File: src/rtl/irq_pkg.sv
// rtl/irq_pkg.sv - shared constants and types for the interrupt arbiter
// Purpose: source count, register byte offsets, FSM state encoding and a
// one-hot helper shared by irq_arbiter and irq_prio_enc.
// Ports: none (package).
package irq_pkg;

  localparam int NUM_SRC = 16;

  // Byte offsets; only bits [3:2] are decoded.
  localparam logic [3:0] IRQ_IE   = 4'h0;
  localparam logic [3:0] IRQ_IP   = 4'h4;
  localparam logic [3:0] IRQ_EDGE = 4'h8;
  localparam logic [3:0] IRQ_ISR  = 4'hC;

  typedef enum logic [1:0] {
    ST_IDLE    = 2'd0,
    ST_REQ     = 2'd1,
    ST_SERVICE = 2'd2
  } irq_state_t;

  function automatic logic [NUM_SRC-1:0] idx_onehot(input logic [3:0] idx);
    idx_onehot      = '0;
    idx_onehot[idx] = 1'b1;
  endfunction

endpackage

File: src/rtl/irq_prio_enc.sv
// rtl/irq_prio_enc.sv - 16-bit lowest-set-bit priority encoder
// Purpose: combinational encoder; bit 0 has the highest priority.
// Ports: req_i (16 request bits), valid_o (any bit set),
//        idx_o (index of the lowest set bit, 0 when none).
module irq_prio_enc
  import irq_pkg::*;
(
  input  logic [NUM_SRC-1:0] req_i,
  output logic               valid_o,
  output logic [3:0]         idx_o
);

  always_comb begin
    valid_o = |req_i;
    idx_o   = '0;
    // Scan from the top so the lowest set bit is the last assignment.
    for (int i = NUM_SRC - 1; i >= 0; i--) begin
      if (req_i[i]) idx_o = 4'(i);
    end
  end

endmodule

File: src/rtl/irq_arbiter.sv
// rtl/irq_arbiter.sv - machine-level interrupt arbiter for trap entry
// Purpose: synchronizes 16 interrupt lines, keeps level/edge pending bits,
// picks the lowest enabled pending source, requests a trap and tracks the
// in-service source until mret.
// Ports: clk_i/rst_i (async active-high reset); irq_src_i raw lines;
//        int_mstatus_mie_i global enable; trap_entry_en_i/trap_exit_en_i
//        core pulses; int_req_o/int_index_o registered trap request;
//        reg_wr_i/reg_rd_i/reg_addr_i/reg_wdata_i/reg_rdata_o register port.
module irq_arbiter
  import irq_pkg::*;
#(
  parameter int SYNC_STAGES = 2
) (
  input  logic               clk_i,
  input  logic               rst_i,
  input  logic [NUM_SRC-1:0] irq_src_i,
  input  logic               int_mstatus_mie_i,
  input  logic               trap_entry_en_i,
  input  logic               trap_exit_en_i,
  output logic               int_req_o,
  output logic [3:0]         int_index_o,
  input  logic               reg_wr_i,
  input  logic               reg_rd_i,
  input  logic [3:0]         reg_addr_i,
  input  logic [31:0]        reg_wdata_i,
  output logic [31:0]        reg_rdata_o
);

  logic [NUM_SRC-1:0] sync;
  logic [NUM_SRC-1:0] prev_q, ip_q, ip_d, ie_q, edge_q, edge_d;
  logic [NUM_SRC-1:0] rise, clr, cand;
  logic [1:0]         word;
  logic               wr_ie, wr_ip, wr_edge, accept;
  logic               cand_valid;
  logic [3:0]         cand_idx;
  irq_state_t         state_q;
  logic               req_q, isr_valid_q;
  logic [3:0]         index_q, isr_idx_q;
  logic [31:0]        rdata_q;
  logic               unused_bits;

  assign unused_bits = ^{reg_addr_i[1:0], reg_wdata_i[31:16]};

  generate
    if (SYNC_STAGES == 0) begin : g_nosync
      assign sync = irq_src_i;
    end else begin : g_sync
      logic [SYNC_STAGES-1:0][NUM_SRC-1:0] stage_q;
      always_ff @(posedge clk_i or posedge rst_i) begin
        if (rst_i) begin
          stage_q <= '0;
        end else begin
          stage_q[0] <= irq_src_i;
          for (int s = 1; s < SYNC_STAGES; s++) stage_q[s] <= stage_q[s-1];
        end
      end
      assign sync = stage_q[SYNC_STAGES-1];
    end
  endgenerate

  assign word    = reg_addr_i[3:2];
  assign wr_ie   = reg_wr_i && (word == IRQ_IE[3:2]);
  assign wr_ip   = reg_wr_i && (word == IRQ_IP[3:2]);
  assign wr_edge = reg_wr_i && (word == IRQ_EDGE[3:2]);
  assign accept  = (state_q == ST_REQ) && trap_entry_en_i;

  assign edge_d = wr_edge ? reg_wdata_i[NUM_SRC-1:0] : edge_q;
  // Clears only matter for latched edge bits; level bits follow sync.
  assign clr = (wr_ip ? reg_wdata_i[NUM_SRC-1:0] : '0) |
               (accept ? idx_onehot(index_q) : '0);

  generate
    for (genvar i = 0; i < NUM_SRC; i++) begin : g_pend
      assign rise[i] = sync[i] & ~prev_q[i];
      // Level: track sync. Edge (unchanged mode): set beats clear.
      // Newly switched to edge: drop whatever was pending.
      assign ip_d[i] = !edge_d[i] ? sync[i] :
                       edge_q[i]  ? (rise[i] | (ip_q[i] & ~clr[i])) : 1'b0;
    end
  endgenerate

  assign cand = ip_q & ie_q;

  irq_prio_enc u_prio (
    .req_i   (cand),
    .valid_o (cand_valid),
    .idx_o   (cand_idx)
  );

  always_ff @(posedge clk_i or posedge rst_i) begin
    if (rst_i) begin
      prev_q  <= '0;
      ip_q    <= '0;
      ie_q    <= '0;
      edge_q  <= '0;
      rdata_q <= '0;
    end else begin
      prev_q <= sync;
      ip_q   <= ip_d;
      edge_q <= edge_d;
      if (wr_ie) ie_q <= reg_wdata_i[NUM_SRC-1:0];
      if (reg_rd_i) begin
        case (word)
          IRQ_IE[3:2]:   rdata_q <= {16'h0, ie_q};
          IRQ_IP[3:2]:   rdata_q <= {16'h0, ip_q};
          IRQ_EDGE[3:2]: rdata_q <= {16'h0, edge_q};
          default:       rdata_q <= {27'h0, isr_valid_q, isr_idx_q};
        endcase
      end
    end
  end

  always_ff @(posedge clk_i or posedge rst_i) begin
    if (rst_i) begin
      state_q     <= ST_IDLE;
      req_q       <= 1'b0;
      index_q     <= '0;
      isr_valid_q <= 1'b0;
      isr_idx_q   <= '0;
    end else begin
      case (state_q)
        ST_IDLE: begin
          if (cand_valid && int_mstatus_mie_i) begin
            index_q <= cand_idx;
            req_q   <= 1'b1;
            state_q <= ST_REQ;
          end
        end
        ST_REQ: begin
          // Request stays committed to index_q even if the source or its
          // enable goes away; only MIE falling withdraws it.
          if (trap_entry_en_i) begin
            isr_valid_q <= 1'b1;
            isr_idx_q   <= index_q;
            req_q       <= 1'b0;
            state_q     <= ST_SERVICE;
          end else if (!int_mstatus_mie_i) begin
            req_q   <= 1'b0;
            state_q <= ST_IDLE;
          end
        end
        ST_SERVICE: begin
          if (trap_exit_en_i) begin
            isr_valid_q <= 1'b0;
            state_q     <= ST_IDLE;
          end
        end
        default: begin
          req_q   <= 1'b0;
          state_q <= ST_IDLE;
        end
      endcase
    end
  end

  assign int_req_o   = req_q;
  assign int_index_o = index_q;
  assign reg_rdata_o = rdata_q;

endmodule

File: config.mk
export PLATFORM = sky130hd
export DESIGN_NAME = irq_arbiter
export DESIGN_NICKNAME = d
export VERILOG_FILES = /design/src/rtl/irq_pkg.sv /design/src/rtl/irq_prio_enc.sv /design/src/rtl/irq_arbiter.sv
export SDC_FILE = /design/constraint.sdc
export NUM_CORES = 1
export LEC_CHECK = 0
export CELL_PAD_IN_SITES_DETAIL_PLACEMENT = 2
export CELL_PAD_IN_SITES_GLOBAL_PLACEMENT = 2
export CORE_AREA = 3 3 135 124
export CTS_BUF_LIST = sky130_fd_sc_hd__clkbuf_4 sky130_fd_sc_hd__clkbuf_8 sky130_fd_sc_hd__clkbuf_16
export DETAILED_ROUTE_END_ITERATION = 12
export DIE_AREA = 0 0 138 127
export MAX_ROUTING_LAYER = met4
export PLACE_DENSITY_LB_ADDON = 0.12
export SYNTH_ARGS = -nofsm -noshare
export SYNTH_HDL_FRONTEND = slang
export SYNTH_SLANG_ARGS = --single-unit
File: constraint.sdc
create_clock -name clk_i -period 5.5 [get_ports clk_i]
set_clock_uncertainty 0.2 [all_clocks]
set_input_delay 1.1 -clock clk_i [delete_from_list [all_inputs] [get_ports clk_i]]
set_output_delay 1.1 -clock clk_i [all_outputs]
set_load 0.1 [all_outputs]
==> summary.md <==
| Metric | Value |
|---|---|
| PD cells | `501.2 nW/um^2` |
| Hold Fails Final Rpt | `0` |
| Initial Util | `34.62%` |
| Seq/Total Area, Yosys | `58.26%` |
| Port Buffer Count | `61` |
| Dpl hpwl | `9.743 mm` |
| Leak | `2.935 nW` |
| Status | `finished, final reports clean` |
| Number of synthesized flops with an enable pin | `0` |
| Period utilization | `64.21%` |
| Vias | `3662` |
| Synthesized area | `5326 sq um` |
| DIE AREA | `17530 sq um` |
| CP Cell Sequence | `clkdlybuf4s50_1 -> buf_4 -> and3b_1 -> nand2_1 -> o2111ai_1 -> o2bb2ai_1` |
| Post-CTS sizing | `0` |
| Initial antenna violation count | `0` |
| # rows | `43` |
| Worst Path Arrival | `3.62 ns` |
| Total CTS buffers | `17` |
| Pins Over Slew Limit | `0` |
| Final cell count without fillers | `721` |
| Die Wd | `138 um` |
| Worst-Skew Late Latency | `0.42 ns` |
| Layout Nets | `565` |
| First DRT Iteration DRCs | `118` |
| Antenna diodes | `0` |
| Synth Warn # | `0` |
| Remaining antenna violation count | `0` |
| Crit Path Max Fanout | `16` |
| Clock Sinks | `124` |
| First drt pass iteration count | `4` |
| Synth unique cells | `45` |
| Commonest cells after routing, fill and taps aside | `124 x dfrtp_1, 61 x clkdlybuf4s50_1, 48 x nand2_1` |
| CTS root buf | `clkbuf_16` |
| RSZ-0062 raised after global routing | `false` |
| Synth Area in Compound Gates | `14.31%` |
| Syn Area/Cell | `12.19 sq um` |
| Mux contribution to synthesized area | `12.92%` |
| Htree depth | `4` |
| Layout cells sized above 1 | `19.08%` |
| Setup TNS | `0 ns` |
| Critical Setup Path Class | `primary input to flip-flop` |
| Deepest clock path buffer count | `2` |
| Worst path slowest cell | `clkdlybuf4s50_1` |
| Register-to-Register Path Depth | `5` |
| Via/cell ratio | `5.079` |
| Worst slew margin | `19.21%` |
| Critical Path Source Type | `primary input` |
| First-pass GRT wire length | `23.36 mm` |
| Critical Path Max Stage Delay | `0.85 ns` |
| Max Clk Rate | `283.2 MHz` |
| Hold buffer count at cts | `0` |
| P&R area growth vs syn | `26.43%` |
| HP Class | `flip-flop to flip-flop` |
| Syn Inst Count | `437` |
| Ys async rst share | `100.0%` |
| Drt wl/cell | `20.04 um` |
| GPL Wtd Cong | `0.7562` |
| Period minus WS final | `3.532 ns` |
| Worst-path clk slew | `0.06 ns` |
| Most common cell after layout, fill and taps aside | `dfrtp_1` |
| Ys flop type | `dfrtp_1` |
| Final WL | `14.45 mm` |
| XOR/XNOR Fraction of Synth Area | `0%` |
| Filler cells | `1563` |
| Drc violations | `0` |
| Post-Synth Adder-Cell Area | `0%` |
| Hold depth | `0` |
| Max_cap viols | `0` |
| Vias in the first global route | `4162` |
| Dpl cells | `689` |
| IO Pins | `96` |
| Main combinational cell family by area after synthesis | `compound AO/OA/AOI/OAI gates` |
| TritonCTS clock tree | `built` |
| Post-CTS Setup Bufs | `0` |
| Post-synthesis simple-gate area fraction | `9.138%` |
| Worst-Margin Slew | `1.208 ns` |
| Yosys reg bits | `124` |
| Data required time of the worst path | `5.59 ns` |
| Setup crit end kind | `flip-flop` |
| Chip height | `127 um` |
| Setup Viol. Count Final | `0` |
| Total GRT Usage | `17.80%` |
| Placeable core region | `15390 sq um` |
| Total grt overflow | `0` |
| Peak supply drop | `0.0002354 V` |
| Largest net degree at the start of global routing | `67` |
[per-layer routing]
metal  vias to the layer above  routed length, um  GRT usage, %  share of wire [%]
met1                      1904               6678         22.30                 46
met3                        22                427         3.967                3.0
met2                        65               7099         28.62                 49
met5                         -                  0             -                  0
li1                       1671                  -             -                  -
met4                         0                244         6.566                1.7
[power by group]
group | leakage (nW) | internal [mW] | switching [mW]
sequential | 1.47 | 1.07 | 0.170
combinational | 1.16 | 0.299 | 0.630
clock | 0.309 | 0.766 | 0.442
[worst max-delay path, delay by kind of cell]
family / cells / cell delay [ns]
buf+inv: 2 / 1.24
simple gates: 2 / 0.97
compound gates: 2 / 0.30
[final timing paths]
check	startpoint	slack [ns]	end
worst max-delay path	reg_addr_i[2]	1.97	ip_q[10]
worst min-delay path	g_sync.stage_q[11]	0.15	sync[11]
worst max register to register	ip_q[5]	3.47	int_index_o[2]
worst min register to register	g_sync.stage_q[11]	0.15	sync[11]
max in group asynchronous	rst_i	3.33	isr_idx_q[0]
min in group asynchronous	rst_i	0.97	reg_rdata_o[9]
[through the flow]
step           power (mW)  cell area, sq um  util [%]  hold slack [ns]  setup slack, ns
6_report            3.375              6734     43.76           0.1484            1.968
5_1_grt             3.544              6734     43.76           0.1566            1.807
4_1_cts             3.430              6734     43.76           0.1483            1.927
3_5_place_dp        2.189              6097     39.62           0.1355            1.605
3_3_place_gp        2.153              6097     39.62           0.1313            1.682
2_1_floorplan       1.913              5383         -           0.1312           0.9008
[cell families (layout without fill, tap and decap cells)]
group | count (synthesis) | in the layout
other | 1 | 16
buffers and inverters | 51 | 118
multiplexers | 53 | 53
AO/OA/AOI/OAI | 99 | 99
flip-flops | 124 | 124
AND/OR/NAND/NOR | 109 | 109
[flip-flops by register name (all words and copies together) (netlist names)]
name,count
int_index_o,4
ip_q,16
isr_valid_q,1
int_req_o,1
state_q,2
edge_q,16
g_sync.stage_q,16
isr_idx_q,4
reg_rdata_o,16
ie_q,16
prev_q,16
sync,16
[cells in the mapped netlist (4+ instances only)]
cell type    n  share of area (%)
a21oi_1     27                2.5
buf_4       19                2.7
clkbuf_1     5               0.35
dfrtp_1    124                 58
inv_1       20                1.4
mux2_2      24                5.1
mux2_4      13                3.7
mux2i_1     11                2.1
mux4_2       5                2.1
nand2_1     48                3.4
nand2b_1     4               0.47
nor2_1      38                2.7
nor3_1       4               0.38
o2111ai_1   17                2.8
o21ai_0      7               0.66
o21ai_2     10                1.6
o2bb2ai_1   16                2.6
[final cells by class]
| class | count | area [sq um] | share of cell area, % |
|---|---|---|---|
| timing repair buffer | 66 | 660.6 | 9.810 |
| inverter | 20 | 77.57 | 1.152 |
| tap | 202 | 252.7 | 3.753 |
| sequential | 124 | 3103 | 46.08 |
| clock inverter | 15 | 211.5 | 3.140 |
| clock buffer | 17 | 425.4 | 6.317 |
| multi-input combinational | 277 | 2003 | 29.75 |
(Power assumes the default switching activity.)
